===== src/rtl/instruction_fetch_stage.sv =====
// Instruction fetch stage: owns the PC, addresses the synchronous instruction
// ROM, redirects on taken branches and holds the IF/ID pipeline register.
// Ports:
//   CLK, RESET            clock, asynchronous active-high reset
//   stall, flush          hazard controls (freeze stage / inject bubble)
//   branch_taken/_target  PC redirect request and byte target
//   imem_addr             combinational ROM word address
//   imem_rdata            ROM data, one cycle after imem_addr
//   if_id_pc/_instruction/_opcode/_valid  IF/ID pipeline register
//   fetch_count           number of valid instructions loaded into IF/ID
//   misalign_err          sticky flag for a branch target with bits [1:0] != 0
module instruction_fetch_stage #(
   parameter logic [31:0] RESET_PC        = 32'h0000_0000,
   parameter int unsigned IMEM_ADDR_WIDTH = 10,
   parameter logic [31:0] NOP_INSTR       = 32'h0000_0013
) (
   input  logic                       CLK,
   input  logic                       RESET,
   input  logic                       stall,
   input  logic                       flush,
   input  logic                       branch_taken,
   input  logic [31:0]                branch_target,
   output logic [IMEM_ADDR_WIDTH-1:0] imem_addr,
   input  logic [31:0]                imem_rdata,
   output logic [31:0]                if_id_pc,
   output logic [31:0]                if_id_instruction,
   output logic [6:0]                 if_id_opcode,
   output logic                       if_id_valid,
   output logic [31:0]                fetch_count,
   output logic                       misalign_err
);

   localparam logic [6:0] NOP_OPCODE = 7'b0010011;

   typedef enum logic {
      BOOT = 1'b0,
      RUN  = 1'b1
   } state_t;

   state_t      state;
   state_t      state_next;
   logic [31:0] pc_f;
   logic [31:0] pc_sel;
   logic [31:0] tgt;
   logic        bubble_c;
   logic        load_c;
   logic        misalign_c;

   // FSM state register
   always_ff @(posedge CLK or posedge RESET) begin
      if (RESET) state <= BOOT;
      else       state <= state_next;
   end

   // FSM next state and per-cycle IF/ID decisions
   always_comb begin
      state_next = state;
      bubble_c   = 1'b0;
      load_c     = 1'b0;
      misalign_c = 1'b0;
      unique case (state)
         BOOT: state_next = RUN;
         RUN: begin
            state_next = RUN;
            bubble_c   = branch_taken | flush;
            load_c     = ~(branch_taken | flush) & ~stall;
            misalign_c = branch_taken & (branch_target[1:0] != 2'b00);
         end
         default: state_next = BOOT;
      endcase
   end

   // Next fetch PC: boot vector, branch target, hold, or sequential
   assign tgt = {branch_target[31:2], 2'b00};

   always_comb begin
      pc_sel = pc_f + 32'd4;
      if (state == BOOT)      pc_sel = RESET_PC;
      else if (branch_taken)  pc_sel = tgt;
      else if (stall)         pc_sel = pc_f;
   end

   // ROM is word addressed; upper PC bits alias
   assign imem_addr = pc_sel[IMEM_ADDR_WIDTH+1:2];

   // pc_f tracks the PC whose word is currently on imem_rdata
   always_ff @(posedge CLK or posedge RESET) begin
      if (RESET) pc_f <= RESET_PC;
      else       pc_f <= pc_sel;
   end

   // IF/ID register: bubble beats stall, stall holds, otherwise load
   always_ff @(posedge CLK or posedge RESET) begin
      if (RESET) begin
         if_id_pc          <= 32'd0;
         if_id_instruction <= NOP_INSTR;
         if_id_opcode      <= NOP_OPCODE;
         if_id_valid       <= 1'b0;
      end else if (bubble_c) begin
         if_id_pc          <= pc_f;
         if_id_instruction <= NOP_INSTR;
         if_id_opcode      <= NOP_OPCODE;
         if_id_valid       <= 1'b0;
      end else if (load_c) begin
         if_id_pc          <= pc_f;
         if_id_instruction <= imem_rdata;
         if_id_opcode      <= imem_rdata[6:0];
         if_id_valid       <= 1'b1;
      end
   end

   // Valid-load counter and sticky misalignment flag
   always_ff @(posedge CLK or posedge RESET) begin
      if (RESET) begin
         fetch_count  <= 32'd0;
         misalign_err <= 1'b0;
      end else begin
         if (load_c)     fetch_count  <= fetch_count + 32'd1;
         if (misalign_c) misalign_err <= 1'b1;
      end
   end

endmodule


===== config.mk =====
export PLATFORM = sky130hd
export DESIGN_NAME = instruction_fetch_stage
export DESIGN_NICKNAME = d
export VERILOG_FILES = /design/src/rtl/instruction_fetch_stage.sv
export SDC_FILE = /design/constraint.sdc
export NUM_CORES = 1
export LEC_CHECK = 0
export ABC_AREA = 1
export ABC_CLOCK_PERIOD_IN_PS = 7900
export CORE_MARGIN = 3
export CORE_UTILIZATION = 50
export DETAILED_ROUTE_END_ITERATION = 16
export GPL_TIMING_DRIVEN = 0
export PLACE_DENSITY_LB_ADDON = 0.3
export SETUP_SLACK_MARGIN = 0.4
export SLEW_MARGIN = 25
export SYNTH_ARGS = -nofsm -noshare
export SYNTH_HDL_FRONTEND = slang
export SYNTH_SLANG_ARGS = --single-unit

===== constraint.sdc =====
create_clock -name CLK -period 7.9 [get_ports CLK]
set_clock_uncertainty 0.2 [all_clocks]
set_input_delay 1.58 -clock CLK [delete_from_list [all_inputs] [get_ports CLK]]
set_output_delay 1.58 -clock CLK [all_outputs]
set_load 0.03 [all_outputs]

==> results of run 1 <==
-- area by class of cell --
| class | count | area [sq um] | share of cell area, % |
|---|---|---|---|
| Inverter | 70 | 270 | 3.02 |
| Timing Repair Buffer | 181 | 1830 | 20.4 |
| Multi-Input combinational cell | 557 | 2650 | 29.6 |
| Clock inverter | 6 | 57.6 | 0.643 |
| Buffer | 43 | 253 | 2.82 |
| Tap cell | 168 | 210 | 2.35 |
| Sequential cell | 127 | 3180 | 35.6 |
| Clock buffer | 25 | 495 | 5.54 |
-- critical path, delay by kind of cell --
kind	cells	cell delay [ns]
buf+inv	5	1.77
simple gates	2	0.28
compound gates	2	0.24
-- through the flow --
| step | hold WS [ns] | instances | setup WS (ns) | power, mW |
|---|---|---|---|---|
| after floorplan | 0.271 | 797 | 2.74 | 0.922 |
| final | 0.277 | 1177 | 2.26 | 1.80 |
| after global routing | 0.299 | 1177 | 2.07 | 1.87 |
| after CTS | 0.284 | 1177 | 2.27 | 1.81 |
| after global placement | 0.253 | 1145 | 0.922 | 1.07 |
| after detailed placement | 0.262 | 1146 | 2.27 | 1.08 |
-- registers in the layout (all words and copies together) (netlist names) --
| register | cells |
|---|---|
| if_id_valid | 1 |
| state | 1 |
| if_id_pc | 30 |
| if_id_instruction | 32 |
| pc_f | 30 |
| fetch_count | 32 |
| misalign_err | 1 |
-- worst max path at each step --
stage,start,to
after floorplan,RESET,fetch_count[0]$_DFFE_PP0P_
final,stall,imem_addr[0]
after global routing,stall,imem_addr[0]
after CTS,stall,imem_addr[0]
after detailed placement,stall,imem_addr[0]
after global placement,RESET,pc_f[23]$_DFFE_PP0P_
-- per-layer routing --
layer	vias up	global-route usage [%]	routed length, um
li1	2927	-	-
met1	2863	34.6	7750
met2	248	43.4	8820
met3	33	6.03	1350
met4	0	10.3	415
met5	-	0	0
-- layout by cell type, fill, tap and decap left out, types with 4 or more instances in the layout --
master / instances
clkbuf_16: 17
nand4_1: 6
clkinv_2: 4
dfrtp_1: 124
o21ai_0: 43
xor2_1: 12
clkbuf_8: 4
clkdlybuf4s50_1: 180
buf_4: 21
o211ai_1: 7
nor3_1: 7
buf_2: 10
nor2_2: 7
xnor2_1: 13
clkbuf_1: 15
inv_1: 66
nand3_1: 47
nor2_1: 72
a22o_1: 29
nand2_1: 287
-- cells by family after synthesis --
family / Yosys count
buffers and inverters: 113
adder cells (fa/ha/maj): 2
other: 2
flip-flops: 127
AO/OA/AOI/OAI: 92
XOR/XNOR: 25
AND/OR/NAND/NOR: 435
-- power by group through the flow --
stage / Combinational, mW / Clock (mW) / Sequential (mW)
after floorplan: 0.111 / 0 / 0.811
after global placement: 0.327 / 0 / 0.746
after detailed placement: 0.334 / 0 / 0.747
after CTS: 0.336 / 0.739 / 0.736
after global routing: 0.358 / 0.768 / 0.744
final: 0.332 / 0.733 / 0.737
==> flow_summary.ini, run 1 <==
[logic_synthesis]
synth-simple-area-share_pct = 28.1
synth_mux_area_share_pct = 0
yosysMostFrequentCell = nand2_1
synth_area_leaders = dfrtp_1 (49%), nand2_1 (17%), nor2_1 (4.3%), a22o_1 (4.0%), inv_1 (4.0%)
yosysWarningCount = 0
netlist_top_cells_count = nand2_1 (287), dfrtp_1 (124), nor2_1 (72), inv_1 (67), nand3_1 (47)
yosysUniqueCellTypes = 35
synth-xor-area-share_pct = 3.45
synth.largest_area_cell = dfrtp_1
netlist_area_sq_um = 6350
synth_top_family_by_area = simple AND/OR/NAND/NOR gates
synth-seq-cells = 127
synth-adder-area-share_pct = 0.394
async_flop_share_pct = 100
synth_compound_area_share_pct = 9.66
seq_area_frac_synth_pct = 50.1
synth_ff_type = dfrtp_1
netlist_instances = 796
syn_area_per_cell_sq_um = 7.97
yosysTopAreaCellShare_pct = 48.9
synth_edf_count = 0

[clock_tree]
htreeDepth = 4
clock_sinks = 127
hold_buffers = 0
clock_latency_ns = 0.42
ctsRootBufferMaster = clkbuf_16
clock_path_buffers = 2
cts_setup_buffers = 0
cts_tree = yes
cts_inserted_buffers = 17
clk_pin_slew_ns = 0.06
cts.repair.resized = 0

[critical_path]
critPathCaptureType = primary output
cpPeakStageDelay_ns = 0.65
r2r_cells = 10
path_class = input pin to primary output
crit-reg2reg-launch = pc_f[3]$_DFF_PP0_
cp.required_ns = 6.12
cp_cell_sequence = clkdlybuf4s50_1 -> nor2_2 -> clkbuf_1 -> a22oi_1 -> o21ai_0 -> nand2_1 -> inv_1 -> buf_4 -> clkdlybuf4s50_1
crit_top_cell = clkdlybuf4s50_1
start_kind = input pin
critPathArrivalTime_ns = 3.86
worstPathMaxFanout = 10
r2r_slack_ns = 5.93
r2r_end = pc_f[24]$_DFFE_PP0P_
cpMaxStageDelayCell = clkdlybuf4s50_1

[grt]
grt_overflow_total = 0
antenna_found_initial = 0
grt_pass1_wl_mm = 29.7
grt_pass1_vias = 5833
grt_start_max_net_pins = 65
track_usage_pct = 26.6

[drt]
wl_per_cell_um = 15.6
dr.pass1.iters = 5
drtIter0Drc = 517
vias_per_cell = 5.16
vias = 6071
drc = 0
ant_nets = 0
routed_wl_mm = 18.3

[job]
cap_violations = 0

[power_and_ir_drop]
p_sw_mw = 0.503
pwr-share-comb_pct = 18.4
pwr-share-seq_pct = 40.9
p_clk_share_pct = 40.7
powerDensity_nw_per_um2 = 201
switching_share_pct = 27.9
intPower_mw = 1.30
leakage_nw = 4.12
max-vdd-ir-drop_mv = 0.0879

[status]
status = complete, no violations

[final_layout]
n_fill_cell = 976
antenna_cells = 0
nNetsFinal = 1068
fin_util_pct = 73.3
drive_above_1_share_pct = 7.93
post-route-cell-area_sq_um = 8950
syn2layout_area_growth_pct = 41.0

[placement]
place_congestion = 0.906
io_buffers = 180
dpl_cell_area_sq_um = 8400
dp_hpwl_mm = 13.7

[floorplanning]
die_area_sq_um = 14100
chipHeight_um = 119
die_w_um = 119
num_rows = 40
core_area_sq_um = 12200
ios = 184
start_util_pct = 52.0

[timing]
period_minus_slack_ns = 5.64
slew_violations = 0
fmax_ghz = 0.177
finalSetupViolations = 0
hold_viol_final = 0
finalCritPeriodShare_pct = 71.4
setup-tns-final_ns = 0
rsz0062_at_grt = no
slew_headroom_pct = 59.6
worst_slew_pin_slew_ns = 0.606

[worst_hold_path]
hp-class = flip-flop to flip-flop
holdPathStages = 1
min_to = misalign_err$_DFFE_PP0P_
min_from = misalign_err$_DFFE_PP0P_
Power figures use the tool's default switching activity.
==> run 2: changes to the inputs <==
- ABC_CLOCK_PERIOD_IN_PS: 7900 -> 5400
- CORE_UTILIZATION: 50 -> 48
- clock period: 7.9 -> 5.4 ns (I/O delays scaled with it)
==> run 2 against run 1 <==
  * Critical path depth unchanged
  * First-iteration DRC count decreased by 12%
  * Global-route usage is 0.84 points lower
  * Power rose by 45%
  * Highest routed layer unchanged
==> flow_summary.ini, run 2 (synthesized netlist as in run 1, its figures left out) <==
[clock_tree]
clock_latency_ns = 0.42
clock_sinks = 127
htreeDepth = 4
clk_pin_slew_ns = 0.06
clock_path_buffers = 2
cts.repair.resized = 0
cts_setup_buffers = 0
cts_inserted_buffers = 17
ctsRootBufferMaster = clkbuf_16
hold_buffers = 0
cts_tree = yes

[placement]
dp_cells = 1150
io_buffers = 180
dpl_cell_area_sq_um = 8400
dp_hpwl_mm = 13.7
place_congestion = 0.956

[final_layout]
syn2layout_area_growth_pct = 41.1
post-route-cell-area_sq_um = 8950
layout_commonest_cell = nand2_1
fin_util_pct = 70.1
instances_no_fill = 1182
antenna_cells = 0
regArea_sq_um = 3180
drive_above_1_share_pct = 8.42
nNetsFinal = 1068
n_fill_cell = 1047
layout.cells.most_common_list = nand2_1 (287), clkdlybuf4s50_1 (180), dfrtp_1 (124), nor2_1 (72), inv_1 (66)
multi_input_area_sq_um = 2650
reg_top3 = fetch_count x32, if_id_instruction x32

[critical_path]
r2r_end = pc_f[24]$_DFFE_PP0P_
critPathArrivalTime_ns = 3.43
r2r_cells = 10
worstPathMaxFanout = 10
crit-reg2reg-launch = pc_f[3]$_DFF_PP0_
path_class = input pin to primary output
critPathCaptureType = primary output
cp.required_ns = 4.12
start_kind = input pin
r2r_slack_ns = 3.39

[power_and_ir_drop]
leakage_nw = 4.11
max-vdd-ir-drop_mv = 0.219
powerDensity_nw_per_um2 = 292
switching_share_pct = 29.5
p_sw_mw = 0.772
p_clk_share_pct = 40.2
pwr-share-comb_pct = 18.5
pwr-share-seq_pct = 41.3
power.total_mw = 2.62
intPower_mw = 1.85

[grt]
track_usage_pct = 25.8
grt_start_max_net_pins = 78
grt_pass1_wl_mm = 29.4
grt_pass1_vias = 5865
antenna_found_initial = 0
grt_overflow_total = 0

[timing]
slew_headroom_pct = 60.0
rsz0062_at_grt = no
finalCritPeriodShare_pct = 87.3
slew_violations = 0
hold_viol_final = 0
worst_slew_pin_slew_ns = 0.600
period_minus_slack_ns = 4.71
fmax_ghz = 0.212
finalSetupViolations = 0

[floorplanning]
num_rows = 41
die_w_um = 121
core_area_sq_um = 12800
ios = 184
die_area_sq_um = 14600
chipHeight_um = 121
start_util_pct = 49.7

[drt]
routed_wl_mm = 18.3
ant_nets = 0
vias = 6036
drc = 0
dr.pass1.iters = 5
vias_per_cell = 5.11
drtIter0Drc = 457
wl_per_cell_um = 15.5

[worst_hold_path]
holdPathStages = 1
min_to = misalign_err$_DFFE_PP0P_
min_from = misalign_err$_DFFE_PP0P_
hp-class = flip-flop to flip-flop

[status]
status = complete, no violations

[job]
cap_violations = 0
run 2: worst max-delay path by stage:
stage | from | end | slack (ns) | cells after the start
2_1_floorplan | RESET | fetch_count[0]$_DFFE_PP0P_ | 0.74 | 1
3_3_place_gp | RESET | pc_f[23]$_DFFE_PP0P_ | -1.01 | 2
3_5_place_dp | stall | imem_addr[0] | 0.79 | 9
4_1_cts | stall | imem_addr[0] | 0.70 | 9
5_1_grt | stall | imem_addr[0] | 0.46 | 9
6_report | stall | imem_addr[0] | 0.69 | 9
run 2: area by class of cell:
| cell class | instances | area share (%) |
|---|---|---|
| clock inverters | 12 | 0.964 |
| well taps | 172 | 2.40 |
| multi-input cells | 557 | 29.6 |
| inverters | 70 | 3.02 |
| clock buffers | 20 | 5.21 |
| plain buffers | 43 | 2.82 |
| flip-flops and latches | 127 | 35.5 |
| repair buffers | 181 | 20.4 |
run 2: metal layers:
metal | part of all wire, % | GRT usage, % | wire, um | vias up
met5 | 0 | 0 | 0 | -
met4 | 1.9 | 9.56 | 354 | 0
met3 | 8.0 | 5.87 | 1470 | 24
met2 | 48 | 43.2 | 8870 | 268
met1 | 42 | 32.6 | 7640 | 2813
li1 | - | - | - | 2931
run 2: critical path, cell delays in order:
cell	delay (ns)
clkdlybuf4s50_1	0.48
nor2_2	0.22
clkbuf_1	0.42
a22oi_1	0.16
o21ai_0	0.12
nand2_1	0.06
inv_1	0.10
buf_4	0.12
clkdlybuf4s50_1	0.66
run 2: power groups by stage:
stage / registers [mW] / clock network, mW / logic (mW)
finish: 1.08 / 1.05 / 0.484
global route: 1.09 / 1.11 / 0.523
CTS: 1.08 / 1.06 / 0.490
detailed placement: 1.10 / 0 / 0.486
global placement: 1.09 / 0 / 0.477
floorplan: 1.19 / 0 / 0.163
run 2: metrics by stage:
| stage | setup slack [ns] | hold slack, ns | setup TNS, ns |
|---|---|---|---|
| 6_report | 0.686 | 0.275 | 0 |
| 5_1_grt | 0.463 | 0.295 | 0 |
| 4_1_cts | 0.704 | 0.280 | 0 |
| 3_5_place_dp | 0.790 | 0.262 | 0 |
| 3_3_place_gp | -1.01 | 0.257 | -123.80 |
| 2_1_floorplan | 0.741 | 0.271 | 0 |
==> edit 1, RTL diff (flow settings as in run 2) <==
`IMEM_ADDR_WIDTH`: 10 -> 11.
--- a/src/rtl/instruction_fetch_stage.sv
+++ b/src/rtl/instruction_fetch_stage.sv
@@ -13,3 +13,3 @@
    parameter logic [31:0] RESET_PC        = 32'h0000_0000,
-   parameter int unsigned IMEM_ADDR_WIDTH = 10,
+   parameter int unsigned IMEM_ADDR_WIDTH = 11,
    parameter logic [31:0] NOP_INSTR       = 32'h0000_0013
Ports: changed (resized imem_addr); port bits go from 184 to 185. No check against the original RTL was run, so the function may have changed too.
==> edit 1 against run 2 <==
Area after synthesis increased by 1.2%. Critical path type unchanged. Power increased by 2.0%. Critical endpoint is now imem_addr[10]. Routed wire length down 0.67%. Largest cell class unchanged. Highest routed layer unchanged. Setup slack lost 0.028 ns. Fmax decreased by 0.59%. Sequential share of layout area fell by 0.37 points. Sequential cell count is the same. Cell area grew 1.1%.
==> edit 1: results (changes against run 2) <==
[final_layout]
n_clock_buffer = 24  ; was 20
multi_input_area_share = 0.301  ; was 0.296
drive_above_1_share = 0.0744  ; was 0.0842
buffer_area_frac = 0.232  ; about the same
nFillCells = 1022  ; was 1,047
final-clk-cell-share = 0.0624  ; was 0.0618
buffers_excl_clock = 226  ; was 224
num-nonclk-inverters = 68  ; was 70
post-route-cell-area_um2 = 9050  ; was 8950 um^2
nets = 1093  ; was 1,068

[drt]
wl_mm = 18.2  ; was 18.3 mm
routedWlPerCell_um = 15.1  ; was 15.5 um
first_pass_iters = 6  ; was 5
drt_iter0_markers = 537  ; was 457
dr_wl_met2_mm = 8.75  ; was 8.87 mm

[global_routing]
grt_max_degree = 87  ; was 78
grt_pass1_vias = 5908  ; was 5,865
grt_pass1_wl_mm = 29.3  ; was 29.4 mm

[synthesis]
synth.distinct_cells = 37  ; was 35
synth_compound_area_frac = 0.0976  ; was 0.0966
synth-xor-area-share = 0.0300  ; was 0.0345
synth.area.top_cells = dfrtp_1, nand2_1, nor2_1  ; unchanged
synth-adder-area-share = 0.00390  ; was 0.00394
ys_seq_area_frac = 0.496  ; was 0.501

[power_and_ir_drop]
pwr-share-comb = 0.182  ; was 0.185
ir_drop_uv = 209  ; was 219 uV
switchingPower_w = 0.000748  ; was 0.000772 W
leakage_nw = 4.13  ; was 4.11 nW
p_per_area_nw_per_um2 = 295  ; was 292 nW/um^2

[timing]
setup_slack_ns = 0.658  ; was 0.686 ns
worst_slew_pin_slew_ns = 0.509  ; was 0.600 ns

[critical_path]
worstPathArrival_ns = 3.46  ; was 3.43 ns
crit_path_end = imem_addr[10]  ; was imem_addr[0]
crit_path_max_incr_delay_ns = 0.58  ; was 0.66 ns
rr_endpoint = pc_f[12]  ; was pc_f[24]
ff2ff_setup_slack_ns = 3.36  ; was 3.39 ns

[place]
gp_congestion = 0.986  ; was 0.956
dpl_worst_slack_ns = 0.726  ; was 0.790 ns
io_buffers = 181  ; was 180

[run_status]
status = complete, no violations  ; unchanged

[edit 1: cell count changes after synthesis, moves of 3 or more]
cell / run 2 / this run
a31oi_1: 0 / 3
buf_2: 10 / 7
buf_4: 21 / 24
inv_1: 67 / 63
nand2_1: 287 / 309
nand3_1: 47 / 40
nor2_1: 72 / 78
nor2_2: 7 / 4
nor3_1: 7 / 14
o211ai_1: 7 / 3
o21ai_0: 43 / 49
xnor2_1: 13 / 8
[edit 1: layer usage]
metal,track usage,vias up
li1,-,3009
met1,0.319,2777
met2,0.420,232
met3,0.0645,32
met4,0.0917,0
met5,0,-
[edit 1: how the worst min path moves through the flow]
stage	startpoint	to	slack, ns	cells past startpoint
detailed placement	misalign_err	misalign_err	0.26	1
finish	if_id_pc[10]	if_id_pc[10]	0.27	2
global placement	if_id_valid	if_id_valid	0.26	2
floorplan	pc_f[31]	pc_f[31]	0.27	2
global route	if_id_pc[16]	if_id_pc[16]	0.30	2
CTS	if_id_pc[9]	if_id_pc[9]	0.28	2
==> edit 2, RTL diff (settings of run 2) <==
Without the edit above. Make the reset (`RESET`) synchronous in 4 clocked blocks. Comments in the files are not updated.
--- a/src/rtl/instruction_fetch_stage.sv
+++ b/src/rtl/instruction_fetch_stage.sv
@@ -49,3 +49,3 @@
    // FSM state register
-   always_ff @(posedge CLK or posedge RESET) begin
+   always_ff @(posedge CLK) begin
       if (RESET) state <= BOOT;
@@ -86,3 +86,3 @@
    // pc_f tracks the PC whose word is currently on imem_rdata
-   always_ff @(posedge CLK or posedge RESET) begin
+   always_ff @(posedge CLK) begin
       if (RESET) pc_f <= RESET_PC;
@@ -92,3 +92,3 @@
    // IF/ID register: bubble beats stall, stall holds, otherwise load
-   always_ff @(posedge CLK or posedge RESET) begin
+   always_ff @(posedge CLK) begin
       if (RESET) begin
@@ -112,3 +112,3 @@
    // Valid-load counter and sticky misalignment flag
-   always_ff @(posedge CLK or posedge RESET) begin
+   always_ff @(posedge CLK) begin
       if (RESET) begin
Check against the original RTL: differs if RESET is asserted again (counterexample within 4 cycles, from zero or initial values and one cycle with RESET high); with RESET held inactive, the same outputs for 4 cycles.
==> edit 2 against run 2 <==
Setup slack better by 0.43 ns. Power fell by 8.6%. Area after synthesis is 0.51% higher. Cell area did not move. Utilization is 0.28 points lower. Non-clock buffer count shrank 1. Routed wire length grew 8.3%. Sequential cell count stayed put. Highest routed layer unchanged.
==> edit 2: results (changes against run 2) <==
[final_layout]
buffers_excl_clock = 223  ; was 224
final-clk-cell-share = 0.0640  ; was 0.0618
numSequentialCells = 127  ; unchanged
n_antenna_cell = 1  ; was 0
seq_share = 0.284  ; was 0.355
stdcell_count = 1367  ; was 1,182
multi_input_area_share = 0.357  ; was 0.296
nets = 1253  ; was 1,068
multi_input_gates = 702  ; was 557
nFillCells = 1150  ; was 1,047
buffer_area_frac = 0.224  ; was 0.232

[synthesis]
synth-adder-area-share = 0.00392  ; was 0.00394
syn_avg_cell_area_um2 = 6.48  ; was 7.97 um^2
ys_seq_area_frac = 0.399  ; was 0.501
synth.area.top_cells = dfxtp_1, nand2_1, nor2_1  ; was dfrtp_1, nand2_1, nor2_1
synth-xor-area-share = 0.00549  ; was 0.0345
async_flop_share = 0  ; was 1.00
synth.distinct_cells = 40  ; was 35
netlist_top_cells_count = nand2_1, nor2_1, dfxtp_1  ; was nand2_1, dfrtp_1, nor2_1
synth_ff_type = dfxtp_1  ; was dfrtp_1

[power_and_ir_drop]
leakage_nw = 3.35  ; was 4.11 nW
pwr-share-comb = 0.120  ; was 0.185
ir_drop_uv = 196  ; was 219 uV
p_seq_w = 0.000988  ; was 0.00108 W

[place]
io_buffers = 178  ; was 180
dpl_worst_slack_ns = 1.15  ; was 0.790 ns
gp_congestion = 0.960  ; was 0.956
dpl.hpwl_mm = 15.1  ; was 13.7 mm

[timing]
worst_slew_pin_slew_ns = 0.657  ; was 0.600 ns

[drt]
routed-via-count = 7036  ; was 6,036
routedWlPerCell_um = 14.5  ; was 15.5 um
drt_iter0_markers = 643  ; was 457

[global_routing]
grt_pass1_vias = 6531  ; was 5,865
antenna_found_initial = 1  ; was 0
track_usage = 0.273  ; was 0.258
grt_pass1_wl_mm = 31.9  ; was 29.4 mm
grt_max_degree = 17  ; was 78

[min_path]
worstHoldPathCells = 2  ; was 1

[critical_path]
crit_path_start = branch_taken  ; was stall
reg2reg_depth = 9  ; was 10
worstPathArrival_ns = 3.01  ; was 3.43 ns
worst_r2r_startpoint = pc_f[3]  ; unchanged

[run_status]
status = complete, no violations  ; unchanged

-- edit 2: through the flow --
step           hold slack [ns]  cell area, um^2  utilization
2_1_floorplan            0.259             6380            -
5_1_grt                  0.278             8950        0.698
6_report                 0.261             8950        0.698
4_1_cts                  0.260             8950        0.698
3_3_place_gp             0.236             8380        0.653
3_5_place_dp             0.252             8380        0.653
-- edit 2: tightest hold or removal path, cell delays in order, from the launching register on --
cell and delay, ns:
dfxtp_1 0.31, inv_1 0.05, a21oi_1 0.06
-- edit 2: worst paths after layout --
kind | end | slack [ns]
min | misalign_err | 0.26
min reg2reg | misalign_err | 0.26
max reg2reg | pc_f[24] | 3.33
max | imem_addr[0] | 1.11
-- edit 2: per-layer routing --
layer	GRT usage	vias up	wire length, um
met4	0.0959	0	459
li1	-	3521	-
met2	0.414	308	8660
met1	0.371	3160	8910
met5	0	-	0
met3	0.0811	47	1840
